[config.mk]
export PLATFORM = sky130hd
export DESIGN_NAME = pipe_hazard_ctrl_flat
export DESIGN_NICKNAME = d
export VERILOG_FILES = /design/src/rtl/mips_pipe_pkg.sv /design/src/rtl/pipe_hazard_ctrl_if.sv /design/src/rtl/hazard_stat_counter.sv /design/src/rtl/pipe_hazard_ctrl.sv /design/src/flat_wrapper.sv
export SDC_FILE = /design/constraint.sdc
export NUM_CORES = 1
export LEC_CHECK = 0
export BUFFER_PORTS_ARGS = -buffer_cell sky130_fd_sc_hd__buf_2
export CAP_MARGIN = 40
export CORE_UTILIZATION = 49
export CTS_CLUSTER_DIAMETER = 200
export DETAILED_ROUTE_END_ITERATION = 10
export PLACE_DENSITY = 0.9
export SYNTH_ARGS = -nofsm -noshare
export SYNTH_HDL_FRONTEND = slang
export SYNTH_SLANG_ARGS = --single-unit
[constraint.sdc]
create_clock -name clk -period 4.6 [get_ports clk]
set_input_delay 0.23 -clock clk [delete_from_list [all_inputs] [get_ports clk]]
set_output_delay 0.23 -clock clk [all_outputs]
set_load 0.05 [all_outputs]
[src/rtl/mips_pipe_pkg.sv]
// Shared types and constants for the MIPS pipeline hazard controller:
// FSM state encoding, registered control bundle and its decoder.
package mips_pipe_pkg;

    localparam int REG_AW = 5;
    localparam logic [REG_AW-1:0] REG_ZERO = '0;
    localparam logic [15:0] STAT_MAX = 16'hFFFF;

    typedef enum logic [1:0] {
        RUN         = 2'd0,
        LOAD_STALL  = 2'd1,
        MULTI_STALL = 2'd2,
        BR_FLUSH    = 2'd3
    } hazard_state_t;

    typedef struct packed {
        logic pc_write;
        logic ifid_write;
        logic idex_write;
        logic flush_ifid;
        logic flush_idex;
        logic flush_exmem;
        logic busy;
    } hazard_ctrl_t;

    // While reset is held every stage is bubbled and nothing advances
    localparam hazard_ctrl_t CTRL_RESET = hazard_ctrl_t'(7'b000_111_0);
    localparam hazard_ctrl_t CTRL_RUN   = hazard_ctrl_t'(7'b111_000_0);
    localparam hazard_ctrl_t CTRL_LOAD  = hazard_ctrl_t'(7'b001_010_0);
    localparam hazard_ctrl_t CTRL_MULTI = hazard_ctrl_t'(7'b000_001_1);
    localparam hazard_ctrl_t CTRL_BR    = hazard_ctrl_t'(7'b111_110_0);

    function automatic hazard_ctrl_t decode_ctrl(input hazard_state_t st, input logic jump_flush);
        hazard_ctrl_t c;
        c = CTRL_RUN;
        case (st)
            LOAD_STALL:  c = CTRL_LOAD;
            MULTI_STALL: c = CTRL_MULTI;
            BR_FLUSH:    c = CTRL_BR;
            default:     c.flush_ifid = jump_flush;
        endcase
        return c;
    endfunction

endpackage

[src/rtl/pipe_hazard_ctrl_if.sv]
// Hazard-detection inputs from the pipeline and register control outputs.
// The pipeline side uses the master modport, the controller the slave modport.
interface pipe_hazard_ctrl_if #(
    parameter int REG_AW = mips_pipe_pkg::REG_AW,
    parameter int CNT_W  = 3
);
    logic [REG_AW-1:0] id_rs;
    logic [REG_AW-1:0] id_rt;
    logic              idex_memread;
    logic [REG_AW-1:0] idex_rt;
    logic              ex_branch_taken;
    logic              id_jump;
    logic              ex_multi_start;
    logic [CNT_W-1:0]  ex_multi_cycles;

    logic pc_write;
    logic ifid_write;
    logic idex_write;
    logic flush_ifid;
    logic flush_idex;
    logic flush_exmem;
    logic busy;

    modport master (
        output id_rs, id_rt, idex_memread, idex_rt, ex_branch_taken,
               id_jump, ex_multi_start, ex_multi_cycles,
        input  pc_write, ifid_write, idex_write, flush_ifid, flush_idex,
               flush_exmem, busy
    );

    modport slave (
        input  id_rs, id_rt, idex_memread, idex_rt, ex_branch_taken,
               id_jump, ex_multi_start, ex_multi_cycles,
        output pc_write, ifid_write, idex_write, flush_ifid, flush_idex,
               flush_exmem, busy
    );
endinterface

[src/rtl/hazard_stat_counter.sv]
// Saturating 16-bit event counter with increment enable, cleared by reset.
module hazard_stat_counter
    import mips_pipe_pkg::*;
(
    input  logic        clk,
    input  logic        rst_n,
    input  logic        inc,
    output logic [15:0] count
);

    always_ff @(posedge clk or negedge rst_n) begin
        if (!rst_n)
            count <= '0;
        else if (inc && count != STAT_MAX)
            count <= count + 16'd1;
    end

endmodule

[src/rtl/pipe_hazard_ctrl.sv]
// Pipeline hazard controller: decides hold/load/flush for PC, IF/ID, ID/EX, EX/MEM.
// Define HAZARD_STATS_EN to add the stall_cycles / flush_events statistics outputs.
module pipe_hazard_ctrl #(
    parameter int REG_AW = mips_pipe_pkg::REG_AW,
    parameter int CNT_W  = 3
) (
    input  logic clk,
    input  logic rst_n,
    pipe_hazard_ctrl_if.slave hz
`ifdef HAZARD_STATS_EN
    ,
    output logic [15:0] stall_cycles,
    output logic [15:0] flush_events
`endif
);
    import mips_pipe_pkg::*;

    hazard_state_t    state;
    hazard_state_t    state_nxt;
    logic [CNT_W-1:0] cnt;
    logic [CNT_W-1:0] cnt_nxt;
    logic             load_use;
    logic             jump_flush;
    hazard_ctrl_t     ctrl;
    hazard_ctrl_t     ctrl_nxt;

    // Events are only accepted in RUN; priority branch > multi > load-use > jump
    always_comb begin
        load_use   = hz.idex_memread && (hz.idex_rt != REG_AW'(REG_ZERO)) &&
                     ((hz.idex_rt == hz.id_rs) || (hz.idex_rt == hz.id_rt));
        state_nxt  = RUN;
        cnt_nxt    = cnt;
        jump_flush = 1'b0;
        case (state)
            RUN: begin
                if (hz.ex_branch_taken)
                    state_nxt = BR_FLUSH;
                else if (hz.ex_multi_start) begin
                    state_nxt = MULTI_STALL;
                    cnt_nxt   = (hz.ex_multi_cycles == '0) ? CNT_W'(1) : hz.ex_multi_cycles;
                end
                else if (load_use)
                    state_nxt = LOAD_STALL;
                else
                    jump_flush = hz.id_jump;
            end
            MULTI_STALL: begin
                cnt_nxt = cnt - CNT_W'(1);
                if (cnt > CNT_W'(1))
                    state_nxt = MULTI_STALL;
            end
            default: state_nxt = RUN;
        endcase
        ctrl_nxt = decode_ctrl(state_nxt, jump_flush);
    end

    always_ff @(posedge clk or negedge rst_n) begin
        if (!rst_n) begin
            state <= RUN;
            cnt   <= '0;
            ctrl  <= CTRL_RESET;
        end
        else begin
            state <= state_nxt;
            cnt   <= cnt_nxt;
            ctrl  <= ctrl_nxt;
        end
    end

    assign hz.pc_write    = ctrl.pc_write;
    assign hz.ifid_write  = ctrl.ifid_write;
    assign hz.idex_write  = ctrl.idex_write;
    assign hz.flush_ifid  = ctrl.flush_ifid;
    assign hz.flush_idex  = ctrl.flush_idex;
    assign hz.flush_exmem = ctrl.flush_exmem;
    assign hz.busy        = ctrl.busy;

`ifdef HAZARD_STATS_EN
    logic stall_inc;
    logic flush_inc;

    assign stall_inc = (state == LOAD_STALL) || (state == MULTI_STALL);
    assign flush_inc = (state == RUN) && ((state_nxt == BR_FLUSH) || jump_flush);

    hazard_stat_counter u_stall_cnt (
        .clk   (clk),
        .rst_n (rst_n),
        .inc   (stall_inc),
        .count (stall_cycles)
    );

    hazard_stat_counter u_flush_cnt (
        .clk   (clk),
        .rst_n (rst_n),
        .inc   (flush_inc),
        .count (flush_events)
    );
`endif

endmodule

[src/flat_wrapper.sv]
// flat-port wrapper written by rule: the top's interface ports become plain ports
module pipe_hazard_ctrl_flat import mips_pipe_pkg::*;
#(
    parameter int REG_AW = mips_pipe_pkg::REG_AW,
    parameter int CNT_W  = 3
)
  (clk, rst_n, hz_id_rs, hz_id_rt, hz_idex_memread, hz_idex_rt, hz_ex_branch_taken, hz_id_jump, hz_ex_multi_start, hz_ex_multi_cycles, hz_pc_write, hz_ifid_write, hz_idex_write, hz_flush_ifid, hz_flush_idex, hz_flush_exmem, hz_busy);
  pipe_hazard_ctrl_if #(.REG_AW(REG_AW), .CNT_W(CNT_W)) hz_i ();
  input  logic clk;
  input  logic rst_n;
  input wire logic [$bits(hz_i.id_rs)-1:0] hz_id_rs;
  input wire logic [$bits(hz_i.id_rt)-1:0] hz_id_rt;
  input wire logic [$bits(hz_i.idex_memread)-1:0] hz_idex_memread;
  input wire logic [$bits(hz_i.idex_rt)-1:0] hz_idex_rt;
  input wire logic [$bits(hz_i.ex_branch_taken)-1:0] hz_ex_branch_taken;
  input wire logic [$bits(hz_i.id_jump)-1:0] hz_id_jump;
  input wire logic [$bits(hz_i.ex_multi_start)-1:0] hz_ex_multi_start;
  input wire logic [$bits(hz_i.ex_multi_cycles)-1:0] hz_ex_multi_cycles;
  output wire logic [$bits(hz_i.pc_write)-1:0] hz_pc_write;
  output wire logic [$bits(hz_i.ifid_write)-1:0] hz_ifid_write;
  output wire logic [$bits(hz_i.idex_write)-1:0] hz_idex_write;
  output wire logic [$bits(hz_i.flush_ifid)-1:0] hz_flush_ifid;
  output wire logic [$bits(hz_i.flush_idex)-1:0] hz_flush_idex;
  output wire logic [$bits(hz_i.flush_exmem)-1:0] hz_flush_exmem;
  output wire logic [$bits(hz_i.busy)-1:0] hz_busy;
  assign hz_i.id_rs = hz_id_rs;
  assign hz_i.id_rt = hz_id_rt;
  assign hz_i.idex_memread = hz_idex_memread;
  assign hz_i.idex_rt = hz_idex_rt;
  assign hz_i.ex_branch_taken = hz_ex_branch_taken;
  assign hz_i.id_jump = hz_id_jump;
  assign hz_i.ex_multi_start = hz_ex_multi_start;
  assign hz_i.ex_multi_cycles = hz_ex_multi_cycles;
  assign hz_pc_write = hz_i.pc_write;
  assign hz_ifid_write = hz_i.ifid_write;
  assign hz_idex_write = hz_i.idex_write;
  assign hz_flush_ifid = hz_i.flush_ifid;
  assign hz_flush_idex = hz_i.flush_idex;
  assign hz_flush_exmem = hz_i.flush_exmem;
  assign hz_busy = hz_i.busy;
  pipe_hazard_ctrl #(.REG_AW(REG_AW), .CNT_W(CNT_W)) u_core (.clk(clk), .rst_n(rst_n), .hz(hz_i));
endmodule
==> results of run 1 <==
## Yosys cell counts, types with 2 or more instances
cell      number  area share (%)
nor3_1         2             1.4
xnor2_1       10              12
inv_1          5             2.6
dfstp_2        3              11
dfrtp_1        8              28
o21ai_0        4             2.8
a32o_1         2             2.8
nand2b_1       2             1.8
a22oi_1        4             4.2
clkbuf_1       2             1.1
ha_1           5             8.8
nand2_1        3             1.6
a21oi_1        3             2.1
nor2_1         6             3.2
nand3_1        2             1.4
## kinds of logic (layout without fill, tap and decap cells)
| logic type | Yosys count | in the layout | synth area share (%) |
|---|---|---|---|
| muxes | 1 | 1 | 1.59 |
| DFF | 11 | 11 | 39.3 |
| AOI/OAI and AO/OA | 21 | 21 | 21.0 |
| adders and majority gates | 5 | 5 | 8.82 |
| and+or+nand+nor | 18 | 18 | 12.2 |
| xor gates and xnor gates | 10 | 10 | 12.3 |
| buffers and inverters | 8 | 40 | 4.76 |
## layout make-up
class	instances	area [sq um]	share of cell area (%)
timing repair buffer	31	160	17.8
sequential	11	279	31.0
multi-input combinational	55	397	44.1
tap	15	18.8	2.09
clock buffer	4	26.3	2.92
inverter	5	18.8	2.09
## where the power goes
group	internal [mW]	switching, mW
registers	0.149	0.0409
logic	0.104	0.200
clock network	0.0336	0.0351
total	0.287	0.276
## sequential cells by signal (all words and copies together) (netlist names)
| name | cells |
|---|---|
| u_core.hz.ifid_write | 1 |
| u_core.hz.idex_write | 1 |
| u_core.hz.busy | 1 |
| u_core.hz.flush_ifid | 1 |
| u_core.state | 2 |
| u_core.hz.flush_exmem | 1 |
| u_core.cnt | 3 |
| u_core.hz.flush_idex | 1 |
## routing by layer
layer / vias to the layer above / GRT usage (%)
met5: - / 0
li1: 332 / -
met3: 7 / 4.44
met1: 307 / 24.4
met4: 0 / 16.4
met2: 35 / 42.7
## worst reg2reg max path, delay by kind of cell, from the launching register on
family	cells	cell delay [ps]
AOI/OAI and AO/OA	4	710
and+or+nand+nor	2	200
adders and majority gates	2	420
DFF	1	430
## per-stage QoR
step	area, sq um	worst slack (ps)	utilization, %
2_1_floorplan	709	2870	-
3_3_place_gp	863	2700	65.5
3_5_place_dp	863	2600	65.5
4_1_cts	900	2760	68.3
5_1_grt	900	2600	68.3
6_report	900	2770	68.3
## final timing paths
check	to	cells after the start	slack, ps	start
hold reg to reg	u_core.cnt[1]	2	540	u_core.cnt[1]
hold / removal	u_core.hz.flush_ifid	3	220	hz_id_jump
setup reg to reg	u_core.hz.flush_ifid	8	2770	u_core.cnt[0]
max in group asynchronous	u_core.hz.flush_ifid	2	3990	rst_n
min in group asynchronous	u_core.cnt[0]	2	340	rst_n
setup / recovery	u_core.hz.flush_ifid	8	2770	u_core.cnt[0]
==> results by group, run 1 <==
Timing
  – Final hold slack: 224 ps
  – Final setup fails: 0
  – Final period utilization: 39.8%
  – Post-layout min period: 1830 ps
  – Final Hold Vio Count: 0
  – Setup TNS: 0 ps
  – Actual slew at the worst max-slew pin: 413 ps
  – Max Clk Rate: 547 MHz
  – Rel. slew slack: 72.3%
  – Worst Skew: 8.98 ps
  – Max-slew violations: 0
  – Unrepaired setup endpoints after global routing: no

Routing
  – Routed len/inst: 12.6 um
  – DRT met1 WL: 634 um
  – Via count: 681
  – DR WL met3: 89 um
  – Final antenna-violating net count: 0
  – Top sig layer: met4
  – First DRT Iteration DRCs: 7
  – Routed wl met2: 752 um
  – Total Wirelength: 1520 um
  – Via density: 5.63
  – DR pass1 iterations: 4
  – # DRC: 0

CTS
  – CTS Sinks: 11
  – Maximum level of the CTS H-tree: 1
  – Post-CTS setup buffers: 0
  – Clk slew on worst S/H paths: 80 ps
  – Post-CTS resize count: 0
  – Num CTS Buffers: 3
  – CTS tree: built
  – Clock latency on the worst-skew pair: 280 ps
  – Clock Path Buffers: 2
  – Root Buffer: clkbuf_4
  – Hold Buf Count CTS: 1

Critical path
  – Crit-path max FO: 5
  – Crit start category: flop
  – Worst path required time: 4790 ps
  – WP buf/inv: 0
  – Critical path type: reg2reg
  – CP arrival: 2020 ps
  – CP delay by family, top: compound AO/OA/AOI/OAI gates
  – Slowest CP cell: dfrtp_1
  – CP cell instances: ha_1 -> a21oi_1 -> nor2_1 -> a211o_1 -> ha_1 -> nand4_1 -> a2bb2oi_1 -> o21ai_0
  – Worst path most repeated cell: ha_1
  – Crit path capture type: flop
  – Critical Path Max Stage Delay: 430 ps

Run
  – Max cap viols: 0

Logic synthesis
  – Sequential share of the synthesized area: 39.3%
  – Syn_nets: 103
  – Cell Area, Synth: 709 sq um
  – EDFF count, synth: 0
  – Register bit total from synthesis: 11
  – Ys Warns: 0
  – Netlist cell types: 28
  – Mapped Cells: 74
  – Post-synth top flop: dfrtp_1
  – Async set or reset register ratio after synthesis: 100%
  – Syn_area_per_cell: 9.59 sq um

Floorplanning
  – Die X: 40.1 um
  – Num rows: 13
  – Die area: 0.00160 sq mm
  – I/O pins: 31
  – Initial Util: 53.8%
  – Core area: 0.00132 sq mm
  – Die Y: 40.1 um

Run status
  – Outcome: completed

Global routing
  – Initial antenna violation count: 0
  – Vias in the first global route: 644
  – Largest net degree at the start of global routing: 13
  – Global router's overall resource usage: 23.7%
  – First-pass GRT wire length: 2500 um
  – Grt ovf: 0

Power
  – Leakage power: 0.430 nW
  – Worst vdd rail ir drop: 0.000290 V
  – Total Power: 0.563 mW
  – P per Cell Area: 626 mW/mm^2

Worst hold path
  – Min-Delay Path Class: in2reg

Layout
  – Layout cell share with drive strength beyond 1: 35.8%
  – Filler cell count: 96
  – Ant. Diodes: 0
  – Most frequent cells in the layout: buf_2 (30), xnor2_1 (10), dfrtp_1 (8)
  – Area Overhead vs Synth: 26.8%
  – NumNets Final: 136
  – Commonest non-fill, non-tap cell in the layout: buf_2
  – Fin cells: 121

Place
  – Gpl congestion: 0.836
  – Detailed placer's ending HPWL: 1200 um
  – Number of port buffers: 30
  – Dpl cells: 116
No activity file was read; power rests on OpenSTA's default activity.
==> run 2, diff against run 1 <==
--- a/config.mk
+++ b/config.mk
@@ -5,12 +5,13 @@
 export SDC_FILE = /design/constraint.sdc
 export NUM_CORES = 1
 export LEC_CHECK = 0
+export ABC_AREA = 1
 export BUFFER_PORTS_ARGS = -buffer_cell sky130_fd_sc_hd__buf_2
 export CAP_MARGIN = 40
-export CORE_UTILIZATION = 49
+export CORE_UTILIZATION = 46
 export CTS_CLUSTER_DIAMETER = 200
 export DETAILED_ROUTE_END_ITERATION = 10
-export PLACE_DENSITY = 0.9
+export PLACE_DENSITY = 0.85
 export SYNTH_ARGS = -nofsm -noshare
 export SYNTH_HDL_FRONTEND = slang
 export SYNTH_SLANG_ARGS = --single-unit
==> constraint.sdc (replaced) <==
create_clock -name clk -period 1.7 [get_ports clk]
set_input_delay 0.085 -clock clk [delete_from_list [all_inputs] [get_ports clk]]
set_output_delay 0.085 -clock clk [all_outputs]
set_load 0.05 [all_outputs]
==> run 2 against run 1 <==
Sequential share of layout area decreased by 2.1 points. Core utilization decreased by 4.9 points. Critical path depth increased by 1. Total power grew to 2.7 times the previous value. Routed wire length shrank 2.0%. Sequential power rose by 130%. Clock skew fell by 7.6 ps. First-iteration DRC count increased by 110%. Count of clock-buffer cells in the layout stayed put. Largest cell class unchanged. Highest routed layer unchanged.
==> results by group, run 2 <==
CTS
  – Clk slew on worst S/H paths: 70 ps (was 80 ps)
  – Maximum level of the CTS H-tree: 1 (unchanged)
  – Num CTS Buffers: 3 (unchanged)
  – Root Buffer: clkbuf_4 (unchanged)
  – Clock Path Buffers: 2 (unchanged)
  – Clock latency on the worst-skew pair: 270 ps (was 280 ps)
  – CTS Sinks: 11 (unchanged)
  – CTS tree: built (unchanged)

Floorplanning
  – I/O pins: 31 (unchanged)
  – Initial Util: 49.3% (was 53.8%)
  – Die X: 42.4 um (was 40.1 um)
  – Num rows: 14 (was 13)
  – Core area: 0.00152 sq mm (was 0.00132 sq mm)
  – Die area: 0.00180 sq mm (was 0.00160 sq mm)
  – Die Y: 42.4 um (was 40.1 um)

Routing
  – First DRT Iteration DRCs: 15 (was 7)
  – Final antenna-violating net count: 0 (unchanged)
  – Via count: 754 (was 681)
  – Routed len/inst: 9.25 um (was 12.6 um)
  – Via density: 4.68 (was 5.63)
  – DR pass1 iterations: 4 (unchanged)
  – Total Wirelength: 1490 um (was 1520 um)
  – # DRC: 0 (unchanged)

Global routing
  – Grt ovf: 0 (unchanged)
  – Largest net degree at the start of global routing: 12 (was 13)
  – First-pass GRT wire length: 2540 um (was 2500 um)
  – Initial antenna violation count: 0 (unchanged)
  – Vias in the first global route: 649 (was 644)
  – Global router's overall resource usage: 18.4% (was 23.7%)

Timing
  – Max Clk Rate: 631 MHz (was 547 MHz)
  – Rel. slew slack: 81.8% (was 72.3%)
  – Unrepaired setup endpoints after global routing: no (unchanged)
  – Final Hold Vio Count: 0 (unchanged)
  – Setup TNS: 0 ps (unchanged)
  – Final setup fails: 0 (unchanged)
  – Worst Skew: 1.41 ps (was 8.98 ps)
  – Post-layout min period: 1580 ps (was 1830 ps)
  – Max-slew violations: 0 (unchanged)
  – Final period utilization: 93.2% (was 39.8%)
  – Actual slew at the worst max-slew pin: 273 ps (was 413 ps)

Logic synthesis
  – Top cell type's share of synthesized area: 26.6% (was 28.2%)
  – Ys Warns: 0 (unchanged)
  – Post-synth top flop: dfrtp_1 (unchanged)
  – Register bit total from synthesis: 11 (unchanged)
  – Cell accounting for the most synthesized area: dfrtp_1 (unchanged)
  – Most instantiated library cell after synthesis: nand2_1 (was xnor2_1)
  – Post-synth top cells: nand2_1 (29), inv_1 (24), nor2_1 (12) (was xnor2_1 (10), dfrtp_1 (8), nor2_1 (6))
  – Sequential share of the synthesized area: 37.1% (was 39.3%)
  – Cell Area, Synth: 752 sq um (was 709 sq um)
  – Syn_nets: 138 (was 103)
  – Netlist cell types: 20 (was 28)
  – Async set or reset register ratio after synthesis: 100% (unchanged)
  – Syn_area_per_cell: 6.90 sq um (was 9.59 sq um)
  – Mapped Cells: 109 (was 74)
  – EDFF count, synth: 0 (unchanged)
  – Main area contributors after synthesis: dfrtp_1 (27%), nand2_1 (14%), inv_1 (12%), dfstp_2 (10%), ha_1 (8.3%) (was dfrtp_1 (28%), xnor2_1 (12%), dfstp_2 (11%), ha_1 (8.8%), a22oi_1 (4.2%))

Layout
  – Top reg by flops: u_core.cnt (unchanged)
  – Biggest regs: u_core.cnt (3), u_core.state (2) (unchanged)
  – Layout cell share with drive strength beyond 1: 33.1% (was 35.8%)
  – Filler cell count: 147 (was 96)
  – Most frequent cells in the layout: buf_2 (30), nand2_1 (29), inv_1 (23) (was buf_2 (30), xnor2_1 (10), dfrtp_1 (8))
  – Layout Utilization: 63.4% (was 68.3%)
  – Commonest non-fill, non-tap cell in the layout: buf_2 (unchanged)
  – Final Cell Area: 966 sq um (was 900 sq um)
  – Ant. Diodes: 0 (unchanged)
  – Fin cells: 161 (was 121)
  – Max FFs per register: 3 (unchanged)
  – NumNets Final: 175 (was 136)
  – Area Overhead vs Synth: 28.5% (was 26.8%)

Place
  – Placed standard-cell area: 915 sq um (was 863 sq um)
  – Number of port buffers: 30 (unchanged)
  – Dpl cells: 154 (was 116)
  – Detailed placer's ending HPWL: 1250 um (was 1200 um)
  – Gpl congestion: 0.846 (was 0.836)

Run status
  – Outcome: completed (unchanged)

Worst hold path
  – Min-Delay Path Class: in2reg (unchanged)

Critical path
  – Crit path capture type: flop (unchanged)
  – Worst path required time: 1890 ps (was 4790 ps)
  – Crit-path max FO: 4 (was 5)
  – Critical path type: reg2reg (unchanged)
  – CP arrival: 1780 ps (was 2020 ps)
  – Crit start category: flop (unchanged)

Power
  – Worst vdd rail ir drop: 0.000814 V (was 0.000290 V)
  – Leakage power: 0.601 nW (was 0.430 nW)
  – P per Cell Area: 1590 mW/mm^2 (was 626 mW/mm^2)

Run
  – Max cap viols: 0 (unchanged)
[run 2: cell count changes after synthesis, sizes merged, moves of 3 or more]
cell and delta:
nand2 +29, inv +22, nor2 +7, nand3 +3
xnor2 -8, a22oi -4
[run 2: kinds of logic after synthesis]
family                     Yosys count  synth area share [%]
buffers and inverters               28                  14.5
DFF                                 11                  37.1
AOI/OAI and AO/OA                   11                  8.98
xor gates and xnor gates             2                  2.33
adders and majority gates            5                  8.32
and+or+nand+nor                     52                  28.8
[run 2: stage by stage]
stage	worst slack (ps)	power (mW)	hold slack [ps]
CTS	128	1.47	106
global route	7.34	1.63	128
floorplan	321	1.11	-211
global placement	253	1.26	-45.2
detailed placement	148	1.30	-38.0
finish	115	1.53	105
[run 2: repair_timing]
item,CTS,global route
resized for setup,0,1
setup buffers,0,2
hold endpoints to repair,11,0
setup endpoints to repair,0,1
hold buffers,1,0
[run 2: area by class of cell]
class	count	area, sq um	area share (%)
clock buffers	4	26.3	2.72
inverters	27	101	10.5
multi-input cells	70	364	37.7
flip-flops and latches	11	279	28.9
well taps	16	20.0	2.07
repair buffers	33	175	18.1
[run 2: worst max-delay path, stage by stage (launching register included)]
cell and delay (ps):
dfrtp_1 410, nor2_1 170, inv_1 120, o21ai_2 250, inv_2 70, ha_1 210
nand2_1 80, nor2_1 40, nand3_1 80, o21ai_0 90
[run 2: final timing paths]
| kind | from | endpoint | slack (ps) | cells past startpoint |
|---|---|---|---|---|
| worst max-delay path | u_core.state[0] | u_core.hz.flush_ifid | 120 | 9 |
| worst min-delay path | hz_ex_multi_cycles[2] | u_core.cnt[2] | 110 | 3 |
| max in group asynchronous | rst_n | u_core.hz.flush_idex | 1240 | 2 |
| worst min register to register | u_core.cnt[1] | u_core.cnt[1] | 590 | 2 |
| worst max register to register | u_core.state[0] | u_core.hz.flush_ifid | 120 | 9 |
| min in group asynchronous | rst_n | u_core.state[1] | 210 | 2 |
[run 2: power by group]
| part | total, mW | switching [mW] | internal (mW) |
|---|---|---|---|
| logic | 0.909 | 0.622 | 0.287 |
| clock network | 0.176 | 0.0856 | 0.0909 |
| registers | 0.446 | 0.0469 | 0.399 |
| total | 1.53 | 0.755 | 0.777 |
[run 2: layer usage]
| metal | GRT usage, % | vias to the layer above | share of wire [%] |
|---|---|---|---|
| met5 | 0 | - | 0 |
| met4 | 7.50 | 0 | 1.3 |
| met3 | 2.59 | 3 | 6.4 |
| met2 | 31.1 | 34 | 49 |
| met1 | 23.5 | 318 | 44 |
| li1 | - | 399 | - |
